--- src/rtl/data_mem_wbuf.sv ---
// data_mem_wbuf: data-memory front end for the MIPS datapath.
// Stores are posted into a DEPTH-entry FIFO write buffer and drained to a
// slow backing memory. Loads are served from the buffer or from memory.
// Optional feature macro: WBUF_FWD_EN (store-to-load forwarding). When it is
// not defined, a load that matches a buffered store waits for the buffer to
// drain and then reads memory, so memory order is preserved.
//
// Handshake (backing memory): mem_req rises with mem_we/mem_adr/mem_wdata and
// all four stay stable until the single-cycle mem_ack. The request completes
// at the clock edge that samples mem_ack=1. For a read, mem_rdata is valid in
// the same cycle as mem_ack. Only one request is outstanding, and the next one
// can start no earlier than the cycle after the ack.
module data_mem_wbuf #(
  parameter int DEPTH = 4,
  parameter int PTR_W = 2
) (
  input  logic             clk,
  input  logic             rst,
  input  logic             MemWrite,
  input  logic             MemRead,
  input  logic [31:0]      adrDataMem,
  input  logic [31:0]      WriteDataMem,
  output logic [31:0]      DataMemOut,
  output logic             stall,
  output logic             mem_req,
  output logic             mem_we,
  output logic [29:0]      mem_adr,
  output logic [31:0]      mem_wdata,
  input  logic             mem_ack,
  input  logic [31:0]      mem_rdata,
  output logic [1:0]       o_dbg_state,
  output logic [PTR_W:0]   o_dbg_count
);

  localparam logic [PTR_W:0]   C_DEPTH   = (PTR_W+1)'(DEPTH);
  localparam logic [PTR_W:0]   C_ONE_CNT = (PTR_W+1)'(1);
  localparam logic [PTR_W-1:0] C_ONE_PTR = PTR_W'(1);

  typedef enum logic [1:0] {
    ST_IDLE  = 2'd0,
    ST_READ  = 2'd1,
    ST_WRITE = 2'd2
  } state_t;

  state_t           r_state;
  logic [29:0]      r_adr [DEPTH];
  logic [31:0]      r_dat [DEPTH];
  logic [PTR_W-1:0] r_rd_ptr;
  logic [PTR_W-1:0] r_wr_ptr;
  logic [PTR_W:0]   r_count;

  logic [29:0]      w_word_adr;
  logic             w_full;
  logic             w_match;
  logic             w_load_hit;
  logic             w_rd_issue;
  logic             w_rd_ack;
  logic             w_enq;
  logic             w_deq;
  logic             w_unused;
`ifdef WBUF_FWD_EN
  logic [31:0]      w_fwd_data;
`endif

  // Word accesses only: the byte offset is intentionally dropped.
  assign w_word_adr = adrDataMem[31:2];
  assign w_unused   = ^adrDataMem[1:0];

  // Full is taken from the registered count, so a dequeue in the same cycle
  // does not let a store in; the store lands the following cycle.
  assign w_full = (r_count == C_DEPTH);

  // Scan valid entries oldest to youngest; the last hit is the youngest.
  always_comb begin
    w_match = 1'b0;
`ifdef WBUF_FWD_EN
    w_fwd_data = '0;
`endif
    for (int i = 0; i < DEPTH; i++) begin
      if (((PTR_W+1)'(i) < r_count) &&
          (r_adr[r_rd_ptr + PTR_W'(i)] == w_word_adr)) begin
        w_match = 1'b1;
`ifdef WBUF_FWD_EN
        w_fwd_data = r_dat[r_rd_ptr + PTR_W'(i)];
`endif
      end
    end
  end

`ifdef WBUF_FWD_EN
  assign w_load_hit = MemRead && w_match;
`else
  assign w_load_hit = 1'b0;
`endif

  // A load needs memory when no buffered store covers its word. With no
  // forwarding, a covered load waits here until the drain clears the match.
  assign w_rd_issue = MemRead && !w_match;
  assign w_rd_ack   = (r_state == ST_READ) && mem_ack;
  assign w_enq      = MemWrite && !w_full;
  assign w_deq      = (r_state == ST_WRITE) && mem_ack;

  assign stall = (MemWrite && w_full) ||
                 (MemRead && !w_load_hit && !w_rd_ack);

  // Load data: forwarded entry, else read data passed straight through on ack.
  always_comb begin
    DataMemOut = '0;
`ifdef WBUF_FWD_EN
    if (w_load_hit) begin
      DataMemOut = w_fwd_data;
    end else
`endif
    if (MemRead && w_rd_ack) begin
      DataMemOut = mem_rdata;
    end
  end

  // Buffer storage: contents need no reset, validity comes from the count.
  always_ff @(posedge clk) begin
    if (w_enq) begin
      r_adr[r_wr_ptr] <= w_word_adr;
      r_dat[r_wr_ptr] <= WriteDataMem;
    end
  end

  // Buffer pointers and occupancy; simultaneous enq and deq leave count alone.
  always_ff @(posedge clk) begin
    if (rst) begin
      r_rd_ptr <= '0;
      r_wr_ptr <= '0;
      r_count  <= '0;
    end else begin
      if (w_enq) begin
        r_wr_ptr <= r_wr_ptr + C_ONE_PTR;
      end
      if (w_deq) begin
        r_rd_ptr <= r_rd_ptr + C_ONE_PTR;
      end
      case ({w_enq, w_deq})
        2'b10:   r_count <= r_count + C_ONE_CNT;
        2'b01:   r_count <= r_count - C_ONE_CNT;
        default: r_count <= r_count;
      endcase
    end
  end

  // Memory port FSM: reads beat drains, one request in flight at a time.
  always_ff @(posedge clk) begin
    if (rst) begin
      r_state   <= ST_IDLE;
      mem_req   <= 1'b0;
      mem_we    <= 1'b0;
      mem_adr   <= '0;
      mem_wdata <= '0;
    end else begin
      case (r_state)
        ST_IDLE: begin
          if (w_rd_issue) begin
            r_state <= ST_READ;
            mem_req <= 1'b1;
            mem_we  <= 1'b0;
            mem_adr <= w_word_adr;
          end else if (r_count != '0) begin
            r_state   <= ST_WRITE;
            mem_req   <= 1'b1;
            mem_we    <= 1'b1;
            mem_adr   <= r_adr[r_rd_ptr];
            mem_wdata <= r_dat[r_rd_ptr];
          end
        end
        ST_READ, ST_WRITE: begin
          if (mem_ack) begin
            r_state <= ST_IDLE;
            mem_req <= 1'b0;
            mem_we  <= 1'b0;
          end
        end
        default: begin
          r_state <= ST_IDLE;
          mem_req <= 1'b0;
          mem_we  <= 1'b0;
        end
      endcase
    end
  end

  assign o_dbg_state = r_state;
  assign o_dbg_count = r_count;

endmodule

--- config.mk ---
export PLATFORM = sky130hd
export DESIGN_NAME = data_mem_wbuf
export DESIGN_NICKNAME = d
export VERILOG_FILES = /design/src/rtl/data_mem_wbuf.sv
export SDC_FILE = /design/constraint.sdc
export NUM_CORES = 1
export LEC_CHECK = 0
export CAP_MARGIN = 15
export CELL_PAD_IN_SITES_DETAIL_PLACEMENT = 0
export CELL_PAD_IN_SITES_GLOBAL_PLACEMENT = 1
export CORE_MARGIN = 5
export CORE_UTILIZATION = 45
export CTS_CLUSTER_DIAMETER = 40
export DETAILED_ROUTE_END_ITERATION = 10
export GPL_ROUTABILITY_DRIVEN = 0
export PLACE_DENSITY = 0.84
export SYNTH_ARGS = -nofsm -noshare
export SYNTH_HDL_FRONTEND = slang
export SYNTH_SLANG_ARGS = --single-unit
--- constraint.sdc ---
create_clock -name clk -period 6.6 [get_ports clk]
set_clock_uncertainty 0.15 [all_clocks]
set_input_delay 0.99 -clock clk [delete_from_list [all_inputs] [get_ports clk]]
set_output_delay 0.99 -clock clk [all_outputs]
set_load 0.005 [all_outputs]
==> results of run 1 <==
==> report_power, final <==
group          total (mW)  leakage (nW)  internal [mW]  switching (mW)
combinational        1.37          3.08          0.679           0.687
sequential           2.51          2.89           2.37           0.132
clock                2.22         0.656           1.34           0.882
==> final timing paths <==
kind | start | endpoint | slack, ns | cells past startpoint
worst max-delay path | r_rd_ptr[1]$_SDFFE_PP0P_ | mem_adr[25]$_SDFFE_PP0P_ | 1.77 | 10
worst min-delay path | mem_wdata[30]$_SDFFE_PP0P_ | mem_wdata[30]$_SDFFE_PP0P_ | 0.32 | 2
worst max register to register | r_rd_ptr[1]$_SDFFE_PP0P_ | mem_adr[25]$_SDFFE_PP0P_ | 1.77 | 10
worst min register to register | mem_wdata[30]$_SDFFE_PP0P_ | mem_wdata[30]$_SDFFE_PP0P_ | 0.32 | 2
==> cells by family after synthesis <==
group	count (synthesis)	synth area share, %
DFF	322	51.55
buffers and inverters	130	3.973
AOI/OAI and AO/OA	166	9.117
adders and majority gates	12	0.8668
muxes	224	21.14
and+or+nand+nor	222	7.585
xor gates and xnor gates	114	5.765
==> metal layers <==
metal,global-route usage (%),wire length [microns]
met3,5.555,3839
met2,32.85,20920
met1,28.80,18960
met5,0,41
met4,6.131,1139
==> state kept, by name, summed over array words and instances (netlist names), named ones only <==
register	count
mem_adr	30
mem_wdata	32
o_dbg_count	3
r_adr	120
mem_req	1
o_dbg_state	1
r_dat	128
r_wr_ptr	2
mem_we	1
r_rd_ptr	2
==> cell type report <==
type	count	area share [%]
timing repair buffer	219	10.30
tap	511	3.057
clock buffer	55	5.360
clock inverter	23	1.280
sequential	322	42.73
multi-input combinational	738	36.94
inverter	18	0.3230
==> worst register-to-register path: stages, from the launching register on <==
cell       delay [ns]
dfxtp_4          0.89
buf_4            0.56
mux4_2           0.57
xnor2_1          0.26
o2111ai_1        0.15
nor4_1           0.49
o2111ai_2        0.35
o21a_2           0.39
buf_4            0.35
a311oi_1         0.39
a2111oi_1        0.09
==> cell usage in the layout (no fill, tap or decap), types with 9 or more instances in the layout <==
cell type / Yosys / final
a2111oi_2: 21 / 21
mux2i_1: 106 / 106
o21ai_0: 11 / 11
edfxtp_1: 248 / 248
xor2_1: 41 / 41
xnor2_1: 73 / 73
dfxtp_1: 74 / 70
and2_1: 41 / 37
nor2b_1: 27 / 27
mux4_2: 113 / 113
clkdlybuf4s50_1: 0 / 199
ha_1: 12 / 11
a221oi_1: 9 / 9
clkbuf_16: 0 / 43
a21oi_1: 12 / 12
inv_1: 15 / 15
nor2_1: 18 / 18
nand2_1: 16 / 16
nand4_1: 12 / 12
a211oi_1: 32 / 32
clkbuf_1: 49 / 12
nand2b_1: 71 / 71
nor4_1: 11 / 11
a311oi_1: 9 / 9
o22ai_1: 11 / 11
a311oi_2: 20 / 20
buf_4: 8 / 19
==> insert_results.sql, run 1 <==
INSERT INTO impl_metrics (metric_group, metric, value, unit) VALUES
('run_status', 'outcome', 'finished, final reports clean', ''),
('power', 'p_per_area', '291.2', 'nW/um^2'),
('critical_path', 'critical_path.startpoint_type', 'flop', ''),
('worst_hold_path', 'hold_path_class', 'flop to flop', ''),
('clock_network', 'holdBufCountCts', '0', ''),
('clock_network', 'cts_inserted_buffers', '42', ''),
('detailed_routing', 'route.detailed.wl_per_inst', '23.81', 'microns'),
('sta', 'worstMarginPinSlew', '1.127', 'ns'),
('critical_path', 'slowest_delay', '0.89', 'ns'),
('synthesis', 'synth_enable_flop_cells', '248', ''),
('clock_network', 'cts_tree', 'done', ''),
('detailed_routing', 'drc_errors', '0', ''),
('synthesis', 'synth.distinct_cells', '68', ''),
('global_routing', 'pin_count_of_the_biggest_net_entering_global_routing', '108', ''),
('power', 'power_leakage', '6.624', 'nW'),
('layout', 'fillerInstances', '3039', ''),
('floorplanning', 'core_footprint', '37840', 'sq um'),
('floorplanning', 'floorplan.die.height', '206.2', 'microns'),
('synthesis', 'synthDominantCellAreaShare', '43.00', '%'),
('sta', 'finalHoldViolCount', '0', ''),
('detailed_routing', 'route.detailed.vias_per_inst', '5.855', ''),
('placed_design', 'place_ws', '1.725', 'ns'),
('clock_network', 'clkSinkCount', '322', ''),
('layout', 'post_layout_nonfiller_instances', '1886', ''),
('detailed_routing', 'wirelength', '44900', 'microns'),
('detailed_routing', 'dr_total_vias', '11042', ''),
('synthesis', 'ys_top_cells_by_count', '248 x edfxtp_1, 113 x mux4_2, 106 x mux2i_1', ''),
('layout', 'areaGrowthSynthToFinish', '20.76', '%'),
('sta', 'max_freq', '0.2068', 'GHz'),
('synthesis', 'seq_area_frac_synth', '51.55', '%'),
('synthesis', 'ys_ff_latch', '322', ''),
('detailed_routing', 'drtAntennaViolNets', '0', ''),
('synthesis', 'asyncSetResetFlopFracSynth', '0', '%'),
('critical_path', 'worstPathRequired', '6.81', 'ns'),
('critical_path', 'criticalPathCategory', 'flop to flop', ''),
('layout', 'layout.core_utilization', '55.27', '%'),
('detailed_routing', 'drtIter0Drc', '903', ''),
('floorplanning', 'dieArea', '42510', 'sq um'),
('critical_path', 'crit_chain', 'buf_4 > mux4_2 > xnor2_1 > o2111ai_1 > nor4_1 > o2111ai_2 > o21a_2 > buf_4 > a311oi_1 > a2111oi_1', ''),
('synthesis', 'synth_nets', '1303', ''),
('flow_run', 'max_cap_viol_count', '0', ''),
('detailed_routing', 'drtPass1Iterations', '5', ''),
('clock_network', 'postCtsSetupRepairBufs', '0', ''),
('sta', 'max_slew_violations', '0', ''),
('clock_network', 'cts_htree_levels', '2', ''),
('synthesis', 'synth.avg_cell_area', '14.55', 'sq um'),
('sta', 'slew_headroom', '24.87', '%'),
('clock_network', 'worst_setup_hold_path_clk_slew', '0.06', 'ns'),
('critical_path', 'worst_path_max_delay_cell', 'dfxtp_4', ''),
('synthesis', 'synth.largest_area_cell', 'edfxtp_1', ''),
('synthesis', 'yosysWarningCount', '0', ''),
('layout', 'antennaDiodeCount', '0', ''),
('sta', 'timing.final.crit_period', '4.835', 'ns'),
('layout', 'multiInputGateArea', '7727', 'sq um'),
('layout', 'fraction_of_final_layout_cells_sized_beyond_drive_strength_1', '18.91', '%'),
('placed_design', 'placed_cells', '1808', ''),
('clock_network', 'clock_tree.buffer_depth', '3', ''),
('critical_path', 'setup.worst_path.end_class', 'flop', ''),
('layout', 'ff_latch_area', '8939', 'sq um'),
('global_routing', 'via_count_of_the_first_global_routing_pass', '11085', ''),
('critical_path', 'worstPathBufferInverterCount', '2', ''),
('placed_design', 'dp.final_hpwl', '30960', 'microns'),
('placed_design', 'port-buffer-count', '200', ''),
('synthesis', 'syn_inst', '1190', ''),
('layout', 'final_cell_area', '20920', 'sq um'),
('layout', 'design.final.nets', '1454', ''),
('global_routing', 'grt_remaining_overflow', '0', ''),
('global_routing', 'global_route.usage.total', '20.90', '%'),
('clock_network', 'cts_root_buffer', 'clkbuf_16', ''),
('synthesis', 'most_instantiated_library_cell_after_synthesis', 'edfxtp_1', ''),
('sta', 'fin_hold_ws', '0.3248', 'ns');
No activity file was read; power rests on OpenSTA's default activity.
==> run 2, diff against run 1 <==
--- a/config.mk
+++ b/config.mk
@@ -9,7 +9,7 @@
 export CELL_PAD_IN_SITES_DETAIL_PLACEMENT = 0
 export CELL_PAD_IN_SITES_GLOBAL_PLACEMENT = 1
 export CORE_MARGIN = 5
-export CORE_UTILIZATION = 45
+export CORE_UTILIZATION = 43
 export CTS_CLUSTER_DIAMETER = 40
 export DETAILED_ROUTE_END_ITERATION = 10
 export GPL_ROUTABILITY_DRIVEN = 0
==> constraint.sdc (replaced) <==
create_clock -name clk -period 4.4 [get_ports clk]
set_clock_uncertainty 0.15 [all_clocks]
set_input_delay 0.66 -clock clk [delete_from_list [all_inputs] [get_ports clk]]
set_output_delay 0.66 -clock clk [all_outputs]
set_load 0.005 [all_outputs]
==> insert_results.sql, run 2 (same netlist as run 1, synthesis figures left out) <==
INSERT INTO impl_metrics (metric_group, metric, value, unit) VALUES
('critical_path', 'timing.critical_path.arrival', '4.22', 'ns'),
('worst_hold_path', 'hold_path.startpoint', 'mem_wdata[18]$_SDFFE_PP0P_', ''),
('layout', 'layout.cells.most_common_list', '248 x edfxtp_1, 199 x clkdlybuf4s50_1, 113 x mux4_2', ''),
('critical_path', 'timing.reg2reg.setup_slack', '0.46', 'ns'),
('critical_path', 'critical_path.startpoint_type', 'flop', ''),
('sta', 'post-route-period-util', '89.46', '%'),
('critical_path', 'setup.worst_path.end_class', 'flop', ''),
('floorplanning', 'floorplan.initialDensity', '43.49', '%'),
('layout', 'areaGrowthSynthToFinish', '25.33', '%'),
('clock_network', 'cts_root_buffer', 'clkbuf_16', ''),
('sta', 'max_slew_violations', '0', ''),
('placed_design', 'dp.final_hpwl', '31660', 'microns'),
('sta', 'fin_setup_tns', '0', 'ns'),
('critical_path', 'critical_path.max_fanout', '59', ''),
('floorplanning', 'die_width', '210.7', 'microns'),
('layout', 'max_reg_flops', '128', ''),
('critical_path', 'critical_path.reg2reg.startpoint', 'r_rd_ptr[0]$_SDFFE_PP0P_', ''),
('clock_network', 'clk-insertion-delay-late', '0.59', 'ns'),
('power', 'power_leakage', '7.048', 'nW'),
('run_status', 'outcome', 'finished, final reports clean', ''),
('global_routing', 'grt_first_pass_wirelength', '68830', 'microns'),
('floorplanning', 'placement_rows', '73', ''),
('clock_network', 'postCtsSetupRepairBufs', '0', ''),
('layout', 'fillerInstances', '3273', ''),
('placed_design', 'dpl-instance-area', '19970', 'sq um'),
('worst_hold_path', 'min_delay_path_depth', '2', ''),
('sta', 'rsz0062_at_grt', 'no', ''),
('critical_path', 'criticalPathCategory', 'flop to flop', ''),
('power', 'p_per_area', '455.0', 'nW/um^2'),
('detailed_routing', 'drc_errors', '0', ''),
('global_routing', 'grt_remaining_overflow', '0', ''),
('detailed_routing', 'wirelength', '45640', 'microns'),
('power', 'worst_ir_drop_vdd', '0.3801', 'mV'),
('critical_path', 'worstPathRequired', '4.69', 'ns'),
('global_routing', 'initial_antenna_violation_count', '7', ''),
('detailed_routing', 'route.detailed.vias_per_inst', '5.835', ''),
('detailed_routing', 'dr_total_vias', '11414', ''),
('sta', 'finalHoldViolCount', '0', ''),
('detailed_routing', 'drtAntennaViolNets', '0', ''),
('clock_network', 'cts_htree_levels', '2', ''),
('sta', 'slew_headroom', '30.97', '%'),
('global_routing', 'global_route.usage.total', '20.02', '%'),
('layout', 'max_flop_register', 'r_dat', ''),
('clock_network', 'clkSinkCount', '322', ''),
('worst_hold_path', 'hold_path_class', 'flop to flop', ''),
('layout', 'mostFrequentLayoutCell', 'edfxtp_1', ''),
('global_routing', 'pin_count_of_the_biggest_net_entering_global_routing', '80', ''),
('sta', 'timing.final.crit_period', '3.936', 'ns'),
('sta', 'worstMarginPinSlew', '1.033', 'ns'),
('detailed_routing', 'drtPass1Iterations', '5', ''),
('layout', 'top_regs', 'r_dat x128, r_adr x120, mem_wdata x32', ''),
('sta', 'postLayoutSetupSlackWorst', '0.4636', 'ns'),
('clock_network', 'cts_inserted_buffers', '49', ''),
('layout', 'fraction_of_final_layout_cells_sized_beyond_drive_strength_1', '22.11', '%'),
('critical_path', 'rr_endpoint', 'mem_adr[19]$_SDFFE_PP0P_', ''),
('clock_network', 'post_cts_resized', '0', ''),
('floorplanning', 'floorplan.die.height', '210.7', 'microns'),
('global_routing', 'via_count_of_the_first_global_routing_pass', '11313', ''),
('placed_design', 'port-buffer-count', '200', ''),
('critical_path', 'r2r_cells', '10', ''),
('sta', 'max_freq', '0.2540', 'GHz'),
('sta', 'finalSetupViolations', '0', ''),
('clock_network', 'holdBufCountCts', '0', ''),
('flow_run', 'max_cap_viol_count', '0', ''),
('layout', 'layout.core_utilization', '54.51', '%'),
('detailed_routing', 'drtIter0Drc', '1145', ''),
('worst_hold_path', 'holdPathEnd', 'mem_wdata[18]$_SDFFE_PP0P_', ''),
('placed_design', 'place_ws', '0.3653', 'ns'),
('floorplanning', 'core_footprint', '39820', 'sq um'),
('clock_network', 'clock_tree.buffer_depth', '3', ''),
('clock_network', 'cts_tree', 'done', ''),
('floorplanning', 'boundaryPins', '203', ''),
('detailed_routing', 'route.detailed.wl_per_inst', '23.33', 'microns'),
('layout', 'design.final.nets', '1501', ''),
('floorplanning', 'dieArea', '44390', 'sq um'),
('layout', 'final_cell_area', '21710', 'sq um'),
('clock_network', 'worst_setup_hold_path_clk_slew', '0.06', 'ns');
## run 2: changes by cell type in the layout (fill, tap and decap cells not counted), moves of 4 or more
cell | previous run | this run
clkbuf_1 | 12 | 6
clkbuf_16 | 43 | 49
buf_4 | 19 | 49
clkinv_1 | 6 | 10
buf_12 | 1 | 11
bufinv_16 | 3 | 8
## run 2: worst max path at each step
stage / start / depth (start not counted) / slack, ns / endpoint
2_1_floorplan: o_dbg_count[0]$_SDFFE_PP0P_ / 4 / 1.17 / r_adr[0][0]$_DFFE_PP_
3_3_place_gp: adrDataMem[31] / 10 / 0.39 / mem_wdata[21]$_SDFFE_PP0P_
3_5_place_dp: adrDataMem[31] / 10 / 0.37 / mem_wdata[21]$_SDFFE_PP0P_
4_1_cts: flop / 10 / 0.46 / mem_wdata[14]$_SDFFE_PP0P_
5_1_grt: flop / 10 / 0.27 / mem_adr[24]$_SDFFE_PP0P_
6_report: r_rd_ptr[0]$_SDFFE_PP0P_ / 10 / 0.46 / mem_adr[19]$_SDFFE_PP0P_
## run 2: per-stage QoR
stage          total power, mW  cells  hold slack [ns]
2_1_floorplan            5.088   1190           0.3182
5_1_grt                  10.28   1954           0.3438
4_1_cts                  9.955   1954           0.3307
6_report                 9.877   1956           0.3286
3_3_place_gp             5.881   1862           0.3091
3_5_place_dp             5.916   1862           0.3141
## run 2: per-layer routing
layer  routed length, microns  up-vias  GRT usage [%]
met4                     1229       10          5.522
met2                    21010      533          30.75
li1                         -     5064              -
met3                     4452       93          6.698
met5                       74        -              0
met1                    18870     5714          27.50
## run 2: worst max-delay path, stage by stage, from the launching register on
cell       delay, ns
dfxtp_4         0.51
buf_4           0.27
mux4_2          0.54
xnor2_1         0.46
nand4_1         0.15
nor4_1          0.68
buf_4           0.24
a211oi_4        0.06
buf_12          0.24
a211oi_1        0.37
a2111oi_2       0.09
## run 2: layout make-up
type	instances	area (sq um)	area share (%)
clock inverters	35	455.4	2.098
repair buffers	259	2580	11.89
diodes	2	5.005	0.02306
clock buffers	57	1276	5.879
flip-flops and latches	322	8939	41.18
inverters	18	67.56	0.3113
multi-input cells	738	7727	35.60
well taps	525	656.9	3.026
## run 2: power by group
part | switching (mW) | total, mW | internal (mW)
clock network | 1.44 | 4.02 | 2.58
registers | 0.179 | 3.74 | 3.56
logic | 1.05 | 2.12 | 1.07
==> run 3, diff against run 2 <==
--- a/config.mk
+++ b/config.mk
@@ -13,7 +13,7 @@
 export CTS_CLUSTER_DIAMETER = 40
 export DETAILED_ROUTE_END_ITERATION = 10
 export GPL_ROUTABILITY_DRIVEN = 0
-export PLACE_DENSITY = 0.84
+export PLACE_DENSITY_LB_ADDON = 0.1
 export SYNTH_ARGS = -nofsm -noshare
 export SYNTH_HDL_FRONTEND = slang
 export SYNTH_SLANG_ARGS = --single-unit
==> insert_results.sql, run 3 (same netlist as run 1, synthesis figures left out) <==
INSERT INTO impl_metrics (metric_group, metric, value, unit) VALUES
('critical_path', 'criticalPathCategory', 'flop to flop', ''),
('floorplanning', 'placement_rows', '73', ''),
('sta', 'finalSetupViolations', '0', ''),
('clock_network', 'cts_tree', 'done', ''),
('power', 'worst_ir_drop_vdd', '0.3243', 'mV'),
('clock_network', 'post_cts_resized', '0', ''),
('critical_path', 'timing.critical_path.arrival', '4.18', 'ns'),
('critical_path', 'worstPathRequired', '4.70', 'ns'),
('critical_path', 'setup.worst_path.end_class', 'flop', ''),
('sta', 'timing.final.crit_period', '3.874', 'ns'),
('clock_network', 'clkSinkCount', '322', ''),
('clock_network', 'clk-insertion-delay-late', '0.58', 'ns'),
('clock_network', 'clock_tree.buffer_depth', '3', ''),
('sta', 'postLayoutSetupSlackWorst', '0.5263', 'ns'),
('critical_path', 'critical_path.startpoint_type', 'flop', ''),
('layout', 'layout.core_utilization', '54.72', '%'),
('sta', 'fin_setup_tns', '0', 'ns'),
('layout', 'mostFrequentLayoutCell', 'edfxtp_1', ''),
('detailed_routing', 'dr_total_vias', '11241', ''),
('power', 'power_leakage', '7.069', 'nW'),
('sta', 'max_slew_violations', '0', ''),
('critical_path', 'crit_chain', 'buf_12 > mux4_2 > xnor2_1 > nand4_1 > nor4_1 > a211o_2 > nor2_2 > buf_4 > a2111oi_2', ''),
('layout', 'areaGrowthSynthToFinish', '25.82', '%'),
('run_status', 'outcome', 'finished, final reports clean', ''),
('global_routing', 'pin_count_of_the_biggest_net_entering_global_routing', '71', ''),
('clock_network', 'cts_root_buffer', 'clkbuf_16', ''),
('flow_run', 'max_cap_viol_count', '0', ''),
('critical_path', 'critical_path.max_fanout', '23', ''),
('critical_path', 'slowest_delay', '0.71', 'ns'),
('floorplanning', 'core_footprint', '39820', 'sq um'),
('detailed_routing', 'drtIter0Drc', '763', ''),
('placed_design', 'port-buffer-count', '200', ''),
('global_routing', 'via_count_of_the_first_global_routing_pass', '11446', ''),
('floorplanning', 'boundaryPins', '203', ''),
('sta', 'worstMarginPinSlew', '1.037', 'ns'),
('clock_network', 'cts_inserted_buffers', '52', ''),
('sta', 'max_freq', '0.2582', 'GHz'),
('detailed_routing', 'wirelength', '47540', 'microns'),
('detailed_routing', 'drtPass1Iterations', '5', ''),
('sta', 'slew_headroom', '30.72', '%'),
('detailed_routing', 'drc_errors', '0', ''),
('clock_network', 'cts_htree_levels', '2', ''),
('floorplanning', 'dieArea', '44390', 'sq um'),
('global_routing', 'global_route.usage.total', '21.09', '%'),
('detailed_routing', 'route.detailed.wl_per_inst', '24.28', 'microns'),
('power', 'p_per_area', '459.5', 'nW/um^2'),
('clock_network', 'worst_setup_hold_path_clk_slew', '0.06', 'ns'),
('global_routing', 'grt_remaining_overflow', '0', ''),
('layout', 'fillerInstances', '3349', ''),
('detailed_routing', 'drtAntennaViolNets', '0', ''),
('detailed_routing', 'route.detailed.vias_per_inst', '5.741', ''),
('floorplanning', 'floorplan.die.height', '210.7', 'microns'),
('critical_path', 'worst_path_max_delay_cell', 'nor4_1', ''),
('placed_design', 'place_ws', '0.2863', 'ns'),
('sta', 'post-route-period-util', '88.04', '%'),
('sta', 'finalHoldViolCount', '0', ''),
('layout', 'design.final.nets', '1502', ''),
('worst_hold_path', 'hold_path_class', 'flop to flop', ''),
('clock_network', 'postCtsSetupRepairBufs', '0', ''),
('global_routing', 'initial_antenna_violation_count', '5', ''),
('layout', 'top_regs', 'r_dat x128, r_adr x120, mem_wdata x32', ''),
('layout', 'max_flop_register', 'r_dat', ''),
('placed_design', 'dp.final_hpwl', '32590', 'microns'),
('layout', 'layout.cells.most_common_list', '248 x edfxtp_1, 199 x clkdlybuf4s50_1, 113 x mux4_2', ''),
('floorplanning', 'die_width', '210.7', 'microns'),
('global_routing', 'grt_first_pass_wirelength', '71790', 'microns'),
('sta', 'rsz0062_at_grt', 'no', ''),
('floorplanning', 'floorplan.initialDensity', '43.49', '%'),
('layout', 'fraction_of_final_layout_cells_sized_beyond_drive_strength_1', '22.49', '%'),
('clock_network', 'holdBufCountCts', '0', ''),
('layout', 'max_reg_flops', '128', '');
run 3: worst max-delay path, delay by kind of cell, from the launching register on:
family,cells,cell delay [ns]
buf+inv,2,0.49
mux,1,0.55
flops,1,0.61
compound gates,2,0.60
simple gates,3,1.14
xor+xnor,1,0.19
run 3: worst paths after layout:
path	slack (ns)	cells after the start	end	startpoint
hold / removal	0.33	2	mem_wdata[30]$_SDFFE_PP0P_	mem_wdata[30]$_SDFFE_PP0P_
setup / recovery	0.53	9	mem_adr[23]$_SDFFE_PP0P_	r_rd_ptr[0]$_SDFFE_PP0P_
setup reg to reg	0.53	9	mem_adr[23]$_SDFFE_PP0P_	r_rd_ptr[0]$_SDFFE_PP0P_
hold reg to reg	0.33	2	mem_wdata[30]$_SDFFE_PP0P_	mem_wdata[30]$_SDFFE_PP0P_
run 3: area by class of cell:
| type | instances | area, sq um | area share [%] |
|---|---|---|---|
| flip-flops and latches | 322 | 8939 | 41.02 |
| multi-input cells | 738 | 7729 | 35.47 |
| repair buffers | 257 | 2603 | 11.94 |
| clock buffers | 63 | 1353 | 6.207 |
| well taps | 525 | 656.9 | 3.014 |
| clock inverters | 34 | 442.9 | 2.032 |
| inverters | 18 | 67.56 | 0.3100 |
| diodes | 1 | 2.502 | 0.01148 |
run 3: metal layers:
metal | GRT usage [%] | vias to the layer above | share of wire (%)
li1 | - | 5080 | -
met1 | 29.56 | 5678 | 44
met2 | 32.79 | 369 | 46
met3 | 4.188 | 106 | 6.2
met4 | 7.959 | 8 | 3.5
met5 | 0 | - | 0.10
run 3: through the flow:
| stage | total power [mW] | area [sq um] | cells | hold WS (ns) |
|---|---|---|---|---|
| floorplan | 5.088 | 17320 | 1190 | 0.3182 |
| global placement | 5.924 | 19990 | 1860 | 0.3134 |
| detailed placement | 5.938 | 19990 | 1860 | 0.3198 |
| CTS | 10.14 | 21790 | 1957 | 0.3327 |
| global route | 10.44 | 21790 | 1958 | 0.3508 |
| finish | 10.01 | 21790 | 1958 | 0.3289 |
run 3: power by group:
group	total, mW	switching (mW)	internal (mW)	leakage [nW]
Sequential	3.74	0.176	3.56	2.89
Clock	4.16	1.51	2.65	0.858
Combinational	2.12	1.06	1.06	3.32
Total	10.0	2.75	7.26	7.07
==> RTL edit 1 (settings of run 3) <==
Add a define of `WBUF_FWD_EN`.
--- a/src/rtl/data_mem_wbuf.sv
+++ b/src/rtl/data_mem_wbuf.sv
@@ -12,2 +12,4 @@
 // can start no earlier than the cycle after the ack.
+`define WBUF_FWD_EN
+
 module data_mem_wbuf #(
Formal check against the unedited RTL: not equivalent (Yosys sat finds a counterexample within 4 cycles, from zero or initial values and one cycle with rst high).
==> RTL edit 1 against run 3 <==
Sequential share of layout area decreased by 8.9 points. Global-route usage grew 4.4 points. Final cell count increased by 35%. Setup slack lost 1200 ps. Count of clock-buffer cells in the layout rose by 8. Routed wire length is 40% higher. The run now ends with negative setup slack left. Cell area increased by 28%. Area after synthesis up 11%. Sequential power shrank 1%. Critical path depth grew 8. Total power up 3.6%. First-iteration DRC count increased by 85%. Register-to-register slack got worse by 370 ps. Sequential cell count unchanged.
==> RTL edit 1: results (changes against run 3) <==
Run status
  • Status: complete, but fails checks
  • Failing checks: negative setup slack

Cells and area
  • Share of layout cells above drive strength 1: 0.412 (+0.187)
  • Fillers: 3443 (+2.8%)
  • Largest registers: r_dat x128, r_adr x120, mem_wdata x32
  • Fin nets: 2114 (+41%)

Worst setup path
  • CP peak stage delay: 510 ps (-200 ps)
  • Slowest cell on the critical path: mux4_2
  • CP top delay family: buffers and inverters
  • CP max FO: 8 (-65%)
  • WP data arrival: 4270 ps (+90 ps)

Routing
  • Total Wirelength: 66.4 mm (+40%)
  • Routed len/inst: 25.1 um (+3.4%)
  • Vias: 15800 (+41%)
  • Drt pass-1 iters: 5 (unchanged)
  • 1st-iter DRT viols: 1411 (+85%)

Synthesis
  • Top post-synthesis cells by area: edfxtp_1 39%, mux4_2 15%, dfxtp_1 7.7%
  • EDFF count, synth: 248 (unchanged)
  • Synthesized Nets: 1614 (+24%)
  • Synth Instances: 1501 (+26%)
  • Cell variety after synth: 66 (-2.9%)
  • Yosys warns: 0 (unchanged)
  • Sequential fraction of the synthesis area: 0.462 (-0.0531)
  • Asr flop ratio synth: 0 (unchanged)
  • Leading cell types by count after synthesis: 248 x edfxtp_1, 148 x mux2i_1, 148 x nor2_1, 131 x mux4_2, 102 x xnor2_1

Timing
  • Final setup viols: 33 (+33)
  • Final worst setup slack: -677 ps (-1200 ps)
  • Max_slew headroom: 0.221 (-0.0866)

GRT
  • Largest net degree at the start of global routing: 67 (-5.6%)
  • All-Layer GR Usage: 0.254 (+0.0435)
  • Initial antenna violation count: 2 (-3)
  • First-pass GRT wire length: 97.6 mm (+36%)

Power and ir drop
  • Worst VDD drop: 331 uV (+2.0%)
  • Leakage: 9.94 nW (+41%)

Clock tree
  • Worst skew pair latency: 610 ps (+30 ps)
  • CTS H-tree lvls: 2 (unchanged)
  • Inserted Clock Buffers: 59 (+13%)
  • CTS Buffer Depth: 3 (unchanged)
  • Clk slew on worst S/H paths: 50 ps
  • Clock Tree Root: clkbuf_16

Placement
  • Port bufs: 200 (unchanged)
  • Pre-CTS setup slack: -695 ps (-982 ps)
  • Placed Instances: 2477 (+33%)
  • Detail Placement HPWL: 44.0 mm (+35%)

Worst hold path
  • Hold crit path type: flop to flop
==> RTL edit 1: cell families (layout without fill, tap and decap cells) <==
logic type / Yosys count / after routing / share of synthesized area
AO/OA/AOI/OAI: 307 / 307 / 0.124
XOR/XNOR: 104 / 104 / 0.0472
adder cells (fa/ha/maj): 12 / 12 / 0.00777
buffers and inverters: 188 / 739 / 0.0446
flip-flops: 322 / 322 / 0.462
multiplexers: 325 / 325 / 0.257
other: 0 / 1 / 0
AND/OR/NAND/NOR: 243 / 243 / 0.0569
==> RTL edit 1: layout make-up <==
cell class / instances / area (um2) / share of cell area
diodes: 1 / 2.50 / 0.0000898
inverters: 44 / 165 / 0.00592
repair buffers: 583 / 5490 / 0.197
multi-input cells: 991 / 10600 / 0.380
clock buffers: 71 / 1550 / 0.0556
well taps: 592 / 741 / 0.0266
clock inverters: 41 / 404 / 0.0145
flip-flops and latches: 322 / 8940 / 0.321
==> RTL edit 1: power by group <==
part	total [mW]	internal, mW	leakage (nW)	switching (mW)
clock	4.38	2.70	0.938	1.69
combinational	2.29	1.19	6.11	1.10
sequential	3.70	3.54	2.89	0.162
==> RTL edit 1: stage by stage <==
stage               TNS [ps]  area, um2  hold WS [ps]
global route          -22510      27900           342
detailed placement    -20820      24300           315
CTS                   -21820      26700           324
finish                -18710      27900           325
global placement      -18650      24300           314
floorplan                  0      19300           313
==> RTL edit 1: timing repair <==
item,in CTS,in global routing
gates cloned,1,4
pin swaps,11,64
gates resized for setup,141,208
setup endpoints to repair,33,33
buffers inserted,11,41
hold buffers,0,0
==> RTL edit 1: worst register-to-register path: cells and delay by family, from the launching register on <==
family	cells	cell delay, ps
AND/OR/NAND/NOR	5	1050
buffers and inverters	7	1210
AO/OA/AOI/OAI	2	590
XOR/XNOR	1	200
flip-flops	1	420
multiplexers	1	510
==> RTL edit 1: path summary, 6_finish.rpt <==
path	start	end	slack, ps	cells after the start
min reg2reg	mem_req$_SDFFE_PP0P_	mem_req$_SDFFE_PP0P_	330	2
max reg2reg	r_rd_ptr[0]$_SDFFE_PP0P_	mem_adr[5]$_SDFFE_PP0P_	160	16
min	mem_req$_SDFFE_PP0P_	mem_req$_SDFFE_PP0P_	330	2
max	r_rd_ptr[0]$_SDFFE_PP0P_	DataMemOut[25]	-680	17
==> RTL edit 1: layer usage <==
| layer | up-vias | part of all wire | GRT usage |
|---|---|---|---|
| met2 | 661 | 0.47 | 0.400 |
| met5 | - | 0.00017 | 0 |
| met4 | 2 | 0.021 | 0.0732 |
| met1 | 8043 | 0.44 | 0.362 |
| li1 | 7018 | - | - |
| met3 | 105 | 0.074 | 0.0487 |
==> RTL edit 2 (settings of run 3) <==
Made on the original files. Make the reset (`rst`) asynchronous in 2 clocked blocks.
--- a/src/rtl/data_mem_wbuf.sv
+++ b/src/rtl/data_mem_wbuf.sv
@@ -127,3 +127,3 @@
   // Buffer pointers and occupancy; simultaneous enq and deq leave count alone.
-  always_ff @(posedge clk) begin
+  always_ff @(posedge clk or posedge rst) begin
     if (rst) begin
@@ -148,3 +148,3 @@
   // Memory port FSM: reads beat drains, one request in flight at a time.
-  always_ff @(posedge clk) begin
+  always_ff @(posedge clk or posedge rst) begin
     if (rst) begin
Check against the original RTL: differs if rst is asserted again (counterexample within 4 cycles, from zero or initial values and one cycle with rst high); with rst held inactive, the same outputs for 4 cycles.
==> RTL edit 2 against run 3 <==
Cell area fell by 1.9%. Core utilization rose by 0.84 points. Sequential cell count fell by 2. Final cell count fell by 3.6%. Routed wire length fell by 4.7%. Sequential share of layout area rose by 2.3 points. Area after synthesis fell by 3.8%. Setup slack got worse by 260 ps. Largest cell class unchanged.
Power is not compared: it rests on default switching activity, and its combinational part moved more than twofold at a synthesized area within 25%.
==> RTL edit 2: results (changes against run 3) <==
Run status
  • Status: completed

Placement
  • DP Area: 19500 um2 (-2.6%)
  • Detail Placement HPWL: 31.6 mm (-2.9%)
  • Placed Instances: 1790 (-3.8%)
  • Port bufs: 200 (unchanged)

Cells and area
  • Fin nets: 1438 (-4.3%)
  • Non-Filler Instances: 1887 (-3.6%)
  • Fillers: 3237 (-3.3%)

Worst setup path
  • CP max FO: 32 (+39%)
  • Critical R2R Capture: mem_adr[1]$_DFFE_PP0P_
  • Worst R2R Path Depth: 11 (+2)
  • R2R Setup Slk: 270 ps (-260 ps)
  • WP data arrival: 4440 ps (+260 ps)
  • Critical path launch point: r_rd_ptr[0]$_DFFE_PP0P_

Synthesis
  • Synth Flop Type: edfxtp_1
  • Synth Area in XOR/XNOR: 0.0605 (+0.00282)
  • Synth Instances: 1104 (-7.2%)
  • Post-synthesis compound-gate area fraction: 0.0624 (-0.0287)
  • Synthesized Nets: 1217 (-6.6%)
  • Cell variety after synth: 56 (-18%)
  • Sequential fraction of the synthesis area: 0.555 (+0.0398)
  • Top post-synthesis cells by area: edfxtp_1 45%, mux4_2 14%, dfrtp_1 11%
  • Mux contribution to synthesized area: 0.221 (+0.00924)
  • Asr flop ratio synth: 0.225 (+0.225)
  • Leading cell types by count after synthesis: 248 x edfxtp_1, 106 x mux4_2, 89 x xnor2_1, 86 x mux2i_1, 75 x nand2_1

Clock tree
  • Inserted Clock Buffers: 51 (-1.9%)
  • Setup bufs post-CTS: 0 (unchanged)

GRT
  • Largest net degree at the start of global routing: 65 (-8.5%)
  • All-Layer GR Usage: 0.212 (+0.00122)
  • Vias in the first global route: 10700 (-6.2%)
  • Initial antenna violation count: 4 (-1)
  • First-pass GRT wire length: 67.8 mm (-5.6%)

Routing
  • Total Wirelength: 45.3 mm (-4.7%)
  • 1st-iter DRT viols: 616 (-19%)
  • Drt pass-1 iters: 8 (+3)
  • Vias per cell: 5.63 (-2.0%)

Timing
  • Worst hold slack: 327 ps (-1.58 ps)

Worst hold path
  • Hold crit path type: input port to async pin

Power and ir drop
  • Pwr per Cell Area: 716 nW/um2
## RTL edit 2: cell count changes after synthesis, sizes merged, moves of 15 or more
cell	change
a2111oi	-26
a211oi	-32
a2bb2oi	+30
a311o	+30
a311oi	-29
dfrtp	+72
dfxtp	-74
mux2	+33
mux2i	-20
nand2	+59
nand2b	-67
xnor2	+16
xor2	-15
## RTL edit 2: layout make-up
type,count,area share
multi-input cells,675,0.325
well taps,518,0.0303
inverters,14,0.00252
clock inverters,40,0.0268
flip-flops and latches,320,0.433
clock buffers,56,0.0615
repair buffers,263,0.121
diodes,1,0.000117
## RTL edit 2: metrics by stage
stage	worst slack [ps]	utilization
floorplan	955	-
global placement	308	0.507
detailed placement	315	0.507
CTS	298	0.556
global route	9.73	0.556
finish	266	0.556
## RTL edit 2: routing by layer
metal | GRT usage | wire length [um] | vias up
li1 | - | - | 4779
met1 | 0.303 | 19600 | 5424
met2 | 0.334 | 21500 | 357
met3 | 0.0481 | 3430 | 53
met4 | 0.0538 | 766 | 6
met5 | 0 | 39 | -
## RTL edit 2: logic make-up (layout without fill, tap and decap cells)
| family | count (synthesis) | in the layout |
|---|---|---|
| simple gates | 198 | 198 |
| compound gates | 120 | 120 |
| mux | 230 | 230 |
| flops | 320 | 320 |
| buf+inv | 109 | 373 |
| xor+xnor | 115 | 115 |
| fa+ha+maj | 12 | 12 |
| other cells | 0 | 1 |
## RTL edit 2: worst max-delay path: stages, from the launching register on
cell and delay [ps]:
dfrtp_4 590, buf_4 360, buf_4 280, mux4_2 540
xnor2_1 290, nand4_1 130, nor4_1 490, nand4_1 160
o211ai_1 240, buf_4 220, nor2_4 150, a311o_1 400
